==> src/rtl/ctrl_pkg.sv <==
// Shared constants for the Phase-1 control sequencer: opcodes, IR field
// positions, state encoding and small opcode classification helpers.
package ctrl_pkg;

  // Opcodes
  localparam logic [4:0] OP_ADD  = 5'b00011;
  localparam logic [4:0] OP_SUB  = 5'b00100;
  localparam logic [4:0] OP_AND  = 5'b00101;
  localparam logic [4:0] OP_OR   = 5'b00110;
  localparam logic [4:0] OP_ROR  = 5'b00111;
  localparam logic [4:0] OP_ROL  = 5'b01000;
  localparam logic [4:0] OP_SHR  = 5'b01001;
  localparam logic [4:0] OP_SHRA = 5'b01010;
  localparam logic [4:0] OP_SHL  = 5'b01011;
  localparam logic [4:0] OP_MUL  = 5'b01111;
  localparam logic [4:0] OP_DIV  = 5'b10000;
  localparam logic [4:0] OP_NEG  = 5'b10001;
  localparam logic [4:0] OP_NOT  = 5'b10010;
  localparam logic [4:0] OP_NOP  = 5'b11010;
  localparam logic [4:0] OP_HALT = 5'b11011;

  // ALU code used while incrementing the PC during fetch
  localparam logic [4:0] INC_PC_ALU = OP_ADD;

  // IR field bit positions
  localparam int unsigned OP_MSB = 31;
  localparam int unsigned OP_LSB = 27;
  localparam int unsigned RA_MSB = 26;
  localparam int unsigned RA_LSB = 23;
  localparam int unsigned RB_MSB = 22;
  localparam int unsigned RB_LSB = 19;
  localparam int unsigned RC_MSB = 18;
  localparam int unsigned RC_LSB = 15;

  // State encoding
  localparam logic [3:0] S_IDLE  = 4'd0;
  localparam logic [3:0] S_F0    = 4'd1;
  localparam logic [3:0] S_F1    = 4'd2;
  localparam logic [3:0] S_F2    = 4'd3;
  localparam logic [3:0] S_T3    = 4'd4;
  localparam logic [3:0] S_T4    = 4'd5;
  localparam logic [3:0] S_T5    = 4'd6;
  localparam logic [3:0] S_T6    = 4'd7;
  localparam logic [3:0] S_HALT  = 4'd8;
  localparam logic [3:0] S_FAULT = 4'd9;

  // Two-operand ops: Y <- R[Rb], then ALU with R[Rc]
  function automatic logic is_binary(input logic [4:0] op);
    return ((op >= OP_ADD) && (op <= OP_SHL)) || (op == OP_MUL) || (op == OP_DIV);
  endfunction

  // One-operand ops: ALU applied to R[Rb]
  function automatic logic is_unary(input logic [4:0] op);
    return (op == OP_NEG) || (op == OP_NOT);
  endfunction

  // Ops whose result lands in Hi:Lo instead of a general register
  function automatic logic is_muldiv(input logic [4:0] op);
    return (op == OP_MUL) || (op == OP_DIV);
  endfunction

endpackage

==> src/rtl/ctrl_reg_decoder.sv <==
// 4-bit register index to 16-bit one-hot select, gated by an enable.
module ctrl_reg_decoder (
  input  logic [3:0]  idx,
  input  logic        en,
  output logic [15:0] onehot
);

  // One-hot expansion; all zeros when disabled
  always_comb begin
    onehot = '0;
    if (en) onehot[idx] = 1'b1;
  end

endmodule

==> src/rtl/control_sequencer.sv <==
// Hardwired Moore control unit sequencing fetch and execute for the
// Phase-1 datapath. Strobes decode from the state register and the IR.
module control_sequencer
  import ctrl_pkg::*;
#(
  parameter int unsigned MEM_TIMEOUT = 255,
  parameter int unsigned CNT_W       = 16
) (
  input  logic             clock,
  input  logic             clear,
  input  logic             start,
  input  logic             stop,
  input  logic [31:0]      ir,
  input  logic             mem_ready,
  output logic [15:0]      regIn,
  output logic [15:0]      regOut,
  output logic             HiIn,
  output logic             LoIn,
  output logic             ZIn,
  output logic             PCIn,
  output logic             MDRIn,
  output logic             YIn,
  output logic             IRIn,
  output logic             MARIn,
  output logic             IncPC,
  output logic             HiOut,
  output logic             LoOut,
  output logic             ZHiOut,
  output logic             ZLoOut,
  output logic             PCOut,
  output logic             MDROut,
  output logic             MDRread,
  output logic [4:0]       ALUcode,
  output logic             done,
  output logic             halted,
  output logic             fault,
  output logic [CNT_W-1:0] instr_count
);

  localparam int unsigned WAIT_W = $clog2(MEM_TIMEOUT + 1);

  logic [3:0]        state;
  logic [3:0]        state_nxt;
  logic [WAIT_W-1:0] wait_cnt;
  logic [4:0]        op;
  logic [3:0]        ra;
  logic [3:0]        rb;
  logic [3:0]        rc;
  logic              alu_op;
  logic              muldiv;
  logic              count_inc;
  logic              unused_ir_low;

  assign op            = ir[OP_MSB:OP_LSB];
  assign ra            = ir[RA_MSB:RA_LSB];
  assign rb            = ir[RB_MSB:RB_LSB];
  assign rc            = ir[RC_MSB:RC_LSB];
  assign alu_op        = is_binary(op) || is_unary(op);
  assign muldiv        = is_muldiv(op);
  assign unused_ir_low = ^ir[14:0];

  // Instruction completion: every done pulse plus the entry into HALT
  assign count_inc = done || ((state == S_T3) && (op == OP_HALT));

  // Next-state logic; the instruction boundary folds into the last state
  always_comb begin
    state_nxt = state;
    case (state)
      S_IDLE:  if (start) state_nxt = S_F0;
      S_F0:    state_nxt = S_F1;
      S_F1: begin
        if (mem_ready)                                  state_nxt = S_F2;
        else if (wait_cnt == WAIT_W'(MEM_TIMEOUT - 1))  state_nxt = S_FAULT;
      end
      S_F2:    state_nxt = S_T3;
      S_T3: begin
        if (op == OP_NOP)       state_nxt = stop ? S_IDLE : S_F0;
        else if (op == OP_HALT) state_nxt = S_HALT;
        else if (alu_op)        state_nxt = S_T4;
        else                    state_nxt = S_FAULT;
      end
      S_T4:    state_nxt = S_T5;
      S_T5:    state_nxt = muldiv ? S_T6 : (stop ? S_IDLE : S_F0);
      S_T6:    state_nxt = stop ? S_IDLE : S_F0;
      S_HALT:  if (start) state_nxt = S_F0;
      S_FAULT: state_nxt = S_FAULT;
      default: state_nxt = S_IDLE;
    endcase
  end

  // State, memory-wait counter and completed-instruction counter
  always_ff @(posedge clock or posedge clear) begin
    if (clear) begin
      state       <= S_IDLE;
      wait_cnt    <= '0;
      instr_count <= '0;
    end else begin
      state <= state_nxt;
      if ((state == S_F1) && !mem_ready) wait_cnt <= wait_cnt + WAIT_W'(1);
      else                               wait_cnt <= '0;
      if (count_inc) instr_count <= instr_count + CNT_W'(1);
    end
  end

  // Per-state strobes; at most one bus driver is asserted in any state
  always_comb begin
    HiIn    = 1'b0;
    LoIn    = 1'b0;
    ZIn     = 1'b0;
    PCIn    = 1'b0;
    MDRIn   = 1'b0;
    YIn     = 1'b0;
    IRIn    = 1'b0;
    MARIn   = 1'b0;
    IncPC   = 1'b0;
    HiOut   = 1'b0;
    LoOut   = 1'b0;
    ZHiOut  = 1'b0;
    ZLoOut  = 1'b0;
    PCOut   = 1'b0;
    MDROut  = 1'b0;
    MDRread = 1'b0;
    ALUcode = '0;
    done    = 1'b0;
    halted  = 1'b0;
    fault   = 1'b0;
    case (state)
      S_F0: begin
        PCOut   = 1'b1;
        MARIn   = 1'b1;
        IncPC   = 1'b1;
        ZIn     = 1'b1;
        ALUcode = INC_PC_ALU;
      end
      S_F1: begin
        ZLoOut  = 1'b1;
        PCIn    = 1'b1;
        MDRread = 1'b1;
        MDRIn   = 1'b1;
      end
      S_F2: begin
        MDROut = 1'b1;
        IRIn   = 1'b1;
      end
      S_T3: begin
        YIn  = alu_op;
        done = (op == OP_NOP);
      end
      S_T4: begin
        ZIn     = 1'b1;
        ALUcode = op;
      end
      S_T5: begin
        ZLoOut = 1'b1;
        LoIn   = muldiv;
        done   = !muldiv;
      end
      S_T6: begin
        ZHiOut = 1'b1;
        HiIn   = 1'b1;
        done   = 1'b1;
      end
      S_HALT:  halted = 1'b1;
      S_FAULT: fault  = 1'b1;
      default: ;
    endcase
  end

  // Destination write in T5 for non-Hi:Lo results
  ctrl_reg_decoder u_reg_in (
    .idx    (ra),
    .en     ((state == S_T5) && !muldiv),
    .onehot (regIn)
  );

  // Source drive: Rb in T3 and for unary T4, Rc for binary T4
  ctrl_reg_decoder u_reg_out (
    .idx    (((state == S_T4) && is_binary(op)) ? rc : rb),
    .en     (((state == S_T3) || (state == S_T4)) && alu_op),
    .onehot (regOut)
  );

endmodule

==> config.mk <==
export PLATFORM = sky130hd
export DESIGN_NAME = control_sequencer
export DESIGN_NICKNAME = d
export VERILOG_FILES = /design/src/rtl/ctrl_pkg.sv /design/src/rtl/ctrl_reg_decoder.sv /design/src/rtl/control_sequencer.sv
export SDC_FILE = /design/constraint.sdc
export NUM_CORES = 1
export LEC_CHECK = 0
export ABC_CLOCK_PERIOD_IN_PS = 2200
export CAP_MARGIN = 20
export CORE_MARGIN = 5
export CORE_UTILIZATION = 41
export CTS_CLUSTER_DIAMETER = 60
export DETAILED_ROUTE_END_ITERATION = 7
export PLACE_DENSITY = 0.92
export SYNTH_ARGS = -nofsm -noshare
export SYNTH_HDL_FRONTEND = slang
export SYNTH_SLANG_ARGS = --single-unit
==> constraint.sdc <==
create_clock -name clock -period 2.2 [get_ports clock]
set_input_delay 0.22 -clock clock [delete_from_list [all_inputs] [get_ports clock]]
set_output_delay 0.22 -clock clock [all_outputs]
set_load 0.05 [all_outputs]
==> results of run 1 <==
[metrics by stage]
step                      power (mW)  instance area [sq um]  setup WS [ps]   util
after floorplan                 1.80                   2280           -182      -
after global placement          2.46                   3650           -229  0.705
after detailed placement        2.51                   3650           -295  0.705
after CTS                       2.84                   3840           22.2  0.742
after global routing            3.12                   3960           -131  0.766
final                           2.99                   3960          -72.8  0.766
[layer usage]
layer	vias up	GRT usage	part of all wire
met2	181	0.391	0.51
met4	0	0.0342	0.033
met3	36	0.0406	0.075
met5	-	0	0
met1	1297	0.255	0.38
li1	1155	-	-
[state kept, by name, summed over array words and instances (netlist names)]
register     flops
instr_count     16
wait_cnt         8
state            4
[final cells by class]
cell class | count | area (sq um) | area share
multi-input combinational | 207 | 1620 | 0.409
timing repair buffer | 131 | 1450 | 0.366
sequential | 28 | 704 | 0.178
tap | 70 | 87.6 | 0.0221
clock buffer | 4 | 55.1 | 0.0139
inverter | 12 | 45.0 | 0.0114
[power by group]
part	internal, mW	leakage (nW)	total (mW)	switching, mW
clock network	0.160	0.0288	0.313	0.153
logic	0.758	1.31	1.99	1.23
registers	0.586	0.367	0.693	0.107
[placed cells by master (no fill, tap or decap), types with 2 or more instances in the layout]
master	Yosys	routed
xnor2_1	9	9
conb_1	1	2
or3_4	0	2
dfrtp_1	28	25
clkdlybuf4s50_1	0	32
xor2_1	12	12
nand4_4	0	2
nand2b_4	0	2
o21ai_0	5	4
nor3_2	1	8
o22ai_2	0	11
nor2_1	47	41
a21oi_1	7	7
nand2_1	13	13
nand3_1	13	11
buf_2	3	2
nor2b_1	2	2
nor3_1	11	4
ha_1	3	3
o22ai_4	1	6
dfrtp_2	0	3
nand4b_4	1	2
nor2_2	1	5
nand3_2	0	2
nor2_4	0	2
nand4_1	4	4
clkbuf_8	0	4
o211ai_1	3	3
buf_4	9	61
or2_2	2	2
nand2b_1	12	10
nand3b_1	3	3
inv_1	12	12
nand4b_1	3	3
buf_6	1	2
clkbuf_2	0	2
buf_12	0	31
o21ai_1	2	3
and3_1	4	4
and2_1	4	3
[how the worst min path moves through the flow]
stage / startpoint / endpoint / slack, ps / cells after the start
2_1_floorplan: clear / instr_count[0] / 290 / 1
3_3_place_gp: instr_count[15] / instr_count[15] / 460 / 1
3_5_place_dp: instr_count[15] / instr_count[15] / 470 / 1
4_1_cts: clear / instr_count[10] / 330 / 3
5_1_grt: clear / instr_count[13] / 350 / 3
6_report: clear / instr_count[14] / 320 / 3
[worst reg2reg max path: cells and delay by family, from the launching register on]
kind	cells	cell delay, ps
buf+inv	2	330
xor+xnor	1	150
simple gates	3	740
flops	1	480
compound gates	1	170
[cell families after synthesis]
logic type / share of synthesized area
AOI/OAI and AO/OA: 0.158
xor gates and xnor gates: 0.0833
adders and majority gates: 0.0170
buffers and inverters: 0.0714
DFF: 0.317
muxes: 0.00964
other: 0.00170
and+or+nand+nor: 0.341
[repair_timing]
action,in CTS,in global routing
resized for setup,31,22
endpoints found under the setup margin,34,31
cloned,0,0
setup buffers,1,9
pin swaps,9,12
==> flow_summary.yaml, run 1 <==
grt:
  grt_pass1_wl_um: 12600
  grt_usage: 0.211
  grt_max_degree: 29
  grt_pass1_vias: 2506
  globalRouteOverflowTotal: 0
  antenna_found_initial: 0
timing:
  period_share: 1.03
  hold_viol_final: 0
  setup_violations: 10
  fin_tns_setup_ps: -371
  relSlewSlack: 0.648
  fmax_ghz: 0.440
  worst_pin_slew_ps: 526
  layout_min_cycle_time_ps: 2270
  finalMaxSlewViolations: 0
  hold_ws_ps: 316
  worst_slack_ps: -72.8
  skew_ps: 3.05
floorplanning:
  core_area_sq_mm: 0.00517
  die_x_um: 83.4
  start_util: 0.427
  ios: 109
  dieArea_sq_mm: 0.00695
  die_y_um: 83.4
  row_count: 26
critical_path:
  critPathCaptureType: "primary output"
  rr_worst_depth: 7
  crit_cells: 8
  worstReg2RegEnd: "instr_count[8]"
  cp.buffers_inverters: 3
  r2r_slack_ps: 260
  cpPeakStageDelay_ps: 330
  worstSetupPathType: "in2out"
  worstPathMaxFanout: 7
  worstSetupEndpoint: "regOut[9]"
  required_ps: 1980
  worstPathArrival_ps: 2050
  crit_chain: "dlygate4sd2_1 > a21oi_1 > mux2i_1 > o22ai_4 > nand4_1 > buf_4 > o22ai_2 > buf_12"
  critPathLaunch: "ir[29]"
  setup.worst_path.start_class: "primary input"
  rr_startpoint: "state[0]"
  cp_top_family: "compound AO/OA/AOI/OAI gates"
  cp_slowest_cell: "dlygate4sd2_1"
clock_network:
  cts_buffer_depth: 2
  htreeDepth: 1
  hold_buffers: 0
  cts_root_buf: "clkbuf_8"
  clk_pin_slew_ps: 90
  cts_buffers: 3
  clk_latency_ps: 270
  cts_tree: "yes"
  cts_num_sinks: 28
power:
  ir_drop_v: 0.000660
  p_per_area_mw_per_mm2: 755
  leakage_nw: 1.71
run_status:
  violations: "negative setup slack"
  status: "finished with violations"
finish:
  drive_above_1_share: 0.416
  syn2layout_area_growth_pct: 79.5
  fillers: 297
  finalNonFillerCells: 452
  num_antenna_cells: 0
  num-nets-final: 423
yosys:
  synth_commonest_cells: "nor2_1 (47), dfrtp_1 (28), o22ai_1 (17)"
  synth.distinct_cells: 54
  yosys_warnings: 0
  avgSynthCellArea_sq_um: 8.36
  yosysSeqAreaShare: 0.317
  synth_edf_count: 0
  synth_area_leaders: "dfrtp_1 (32%), nor2_1 (8.0%), o22ai_1 (4.8%)"
  ys_seq_elements: 28
  ys.flop_type: "dfrtp_1"
  yosysMostFrequentCell: "nor2_1"
  synth_cells: 264
  async_reset_ff_frac: 1.00
  yosysTopAreaCell: "dfrtp_1"
  syn_area_sq_mm: 0.00221
  synth.top_cell.area_share: 0.317
worst_hold_path:
  hp-class: "in2async"
placement:
  dp.cells: 438
  hpwl_um: 5620
  portBuffers: 91
  gp_congestion: 0.860
drt:
  vias: 2669
  routed_wl_um: 9150
  initialDrtViolationCount: 249
  ant_nets: 0
  drcViolationCount: 0
  drtPass1Iterations: 6
  wl_per_cell_um: 20.2
  via_per_inst: 5.90
job:
  drv_cap: 0
Power figures use the tool's default switching activity.
==> inputs of run 2 (changes only) <==
--- a/config.mk
+++ b/config.mk
@@ -9,8 +9,10 @@
 export CAP_MARGIN = 20
 export CORE_MARGIN = 5
 export CORE_UTILIZATION = 41
+export CTS_BUF_LIST = sky130_fd_sc_hd__clkbuf_16
 export CTS_CLUSTER_DIAMETER = 60
 export DETAILED_ROUTE_END_ITERATION = 7
+export GPL_ROUTABILITY_DRIVEN = 0
 export PLACE_DENSITY = 0.92
 export SYNTH_ARGS = -nofsm -noshare
 export SYNTH_HDL_FRONTEND = slang
==> flow_summary.yaml, run 2 (synthesis results as in run 1) <==
critical_path:
  r2r_slack_ps: 290
  worstSetupPathType: "in2out"
  worstReg2RegEnd: "instr_count[8]"
  cp_top_family: "compound AO/OA/AOI/OAI gates"
  crit_chain: "dlygate4sd2_1 > a21oi_1 > mux2i_1 > o22ai_4 > buf_12 > nand4_4 > o22ai_4 > buf_12"
  cp_slowest_cell: "dlygate4sd2_1"
  worstPathArrival_ps: 1990
  worstPathMaxFanout: 7
  rr_startpoint: "state[1]"
  cp.buffers_inverters: 3
  critPathCaptureType: "primary output"
  rr_worst_depth: 7
  setup.worst_path.start_class: "primary input"
  required_ps: 1980
  cpPeakStageDelay_ps: 320
job:
  drv_cap: 0
floorplanning:
  row_count: 26
  core_area_sq_mm: 0.00517
  dieArea_sq_mm: 0.00695
  ios: 109
  die_y_um: 83.4
  start_util: 0.427
  die_x_um: 83.4
drt:
  vias: 2610
  wl_per_cell_um: 19.9
  initialDrtViolationCount: 272
  ant_nets: 0
  via_per_inst: 5.80
  drtPass1Iterations: 5
  routed_wl_um: 8960
  drcViolationCount: 0
finish:
  final_core_util: 0.767
  num_antenna_cells: 0
  regMostFlops: "instr_count"
  largest_reg_flops: 16
  layout_commonest_cell: "buf_4"
  num-nets-final: 421
  biggestRegsByFlops: "instr_count x16, wait_cnt x8, state x4"
  final_area_sq_mm: 0.00397
  drive_above_1_share: 0.408
  finalNonFillerCells: 450
  fillers: 292
  final_cell_mix: "buf_4 (59), nor2_1 (41), clkdlybuf4s50_1 (32), buf_12 (31), dfrtp_1 (25)"
  syn2layout_area_growth_pct: 79.8
timing:
  layout_min_cycle_time_ps: 2210
  hold_ws_ps: 334
  hold_viol_final: 0
  skew_ps: 3.71
  worst_slack_ps: -13.1
  period_share: 1.01
  finalMaxSlewViolations: 0
  fin_tns_setup_ps: -17.5
  relSlewSlack: 0.647
  worst_pin_slew_ps: 528
  setup_violations: 2
  fmax_ghz: 0.452
clock_network:
  cts_root_buf: "clkbuf_16"
  htreeDepth: 1
  cts_num_sinks: 28
  cts_buffer_depth: 2
  cts_tree: "yes"
  cts_buffers: 3
  clk_pin_slew_ps: 60
  clk_latency_ps: 260
grt:
  grt_max_degree: 29
  grt_pass1_wl_um: 12800
  globalRouteOverflowTotal: 0
  grt_pass1_vias: 2532
  grt_usage: 0.217
  antenna_found_initial: 0
placement:
  hpwl_um: 5620
  portBuffers: 91
  dp.cells: 438
  place_ws_ps: -295
  placed_area_sq_mm: 0.00365
power:
  ir_drop_v: 0.000658
  leakage_nw: 1.70
  power_mw: 3.06
  p_per_area_mw_per_mm2: 770
run_status:
  status: "finished with violations"
  violations: "negative setup slack"
worst_hold_path:
  hp-class: "in2async"
## run 2: cell types whose count changed in the layout (fill, tap and decap cells not counted), sizes merged
cell and change:
buf -2, clkbuf -1, clkinv +1
## run 2: how the worst max path moves through the flow
| stage | start | to | depth (start not counted) | slack [ps] |
|---|---|---|---|---|
| 6_report | ir[29] | regOut[3] | 8 | -10 |
| 5_1_grt | ir[29] | regOut[3] | 8 | -120 |
| 3_3_place_gp | ir[27] | regOut[3] | 7 | -230 |
| 2_1_floorplan | ir[30] | regOut[4] | 6 | -180 |
| 4_1_cts | state[3] | regOut[9] | 6 | 4 |
| 3_5_place_dp | ir[27] | regIn[0] | 7 | -290 |
## run 2: final cells by class
cell class,instances,area (sq um),share of cell area
Inverter,12,45.0,0.0113
Tap cell,70,87.6,0.0221
Sequential cell,28,704,0.177
Clock inverter,1,3.75,0.000946
Clock buffer,3,75.1,0.0189
Multi-Input combinational cell,207,1620,0.408
Timing Repair Buffer,129,1440,0.362
## run 2: worst min-delay path: cells and delay by family
family | cells | cell delay, ps
buffers and inverters | 3 | 780
## run 2: where the power goes
part | internal (mW) | switching, mW
sequential | 0.586 | 0.105
combinational | 0.743 | 1.22
clock | 0.243 | 0.162
total | 1.57 | 1.48
## run 2: what timing repair did
action | 4_1_cts | 5_1_grt
buffers inserted | 1 | 7
gates resized for setup | 30 | 22
endpoints found under the setup margin | 34 | 30
pin swaps | 9 | 11
hold buffers | 0 | 0
## run 2: routing by layer
| metal | up-vias | GRT usage | wire (um) |
|---|---|---|---|
| li1 | 1152 | - | - |
| met1 | 1250 | 0.260 | 3410 |
| met2 | 168 | 0.397 | 4550 |
| met3 | 40 | 0.0416 | 697 |
| met4 | 0 | 0.0520 | 305 |
| met5 | - | 0 | 0 |
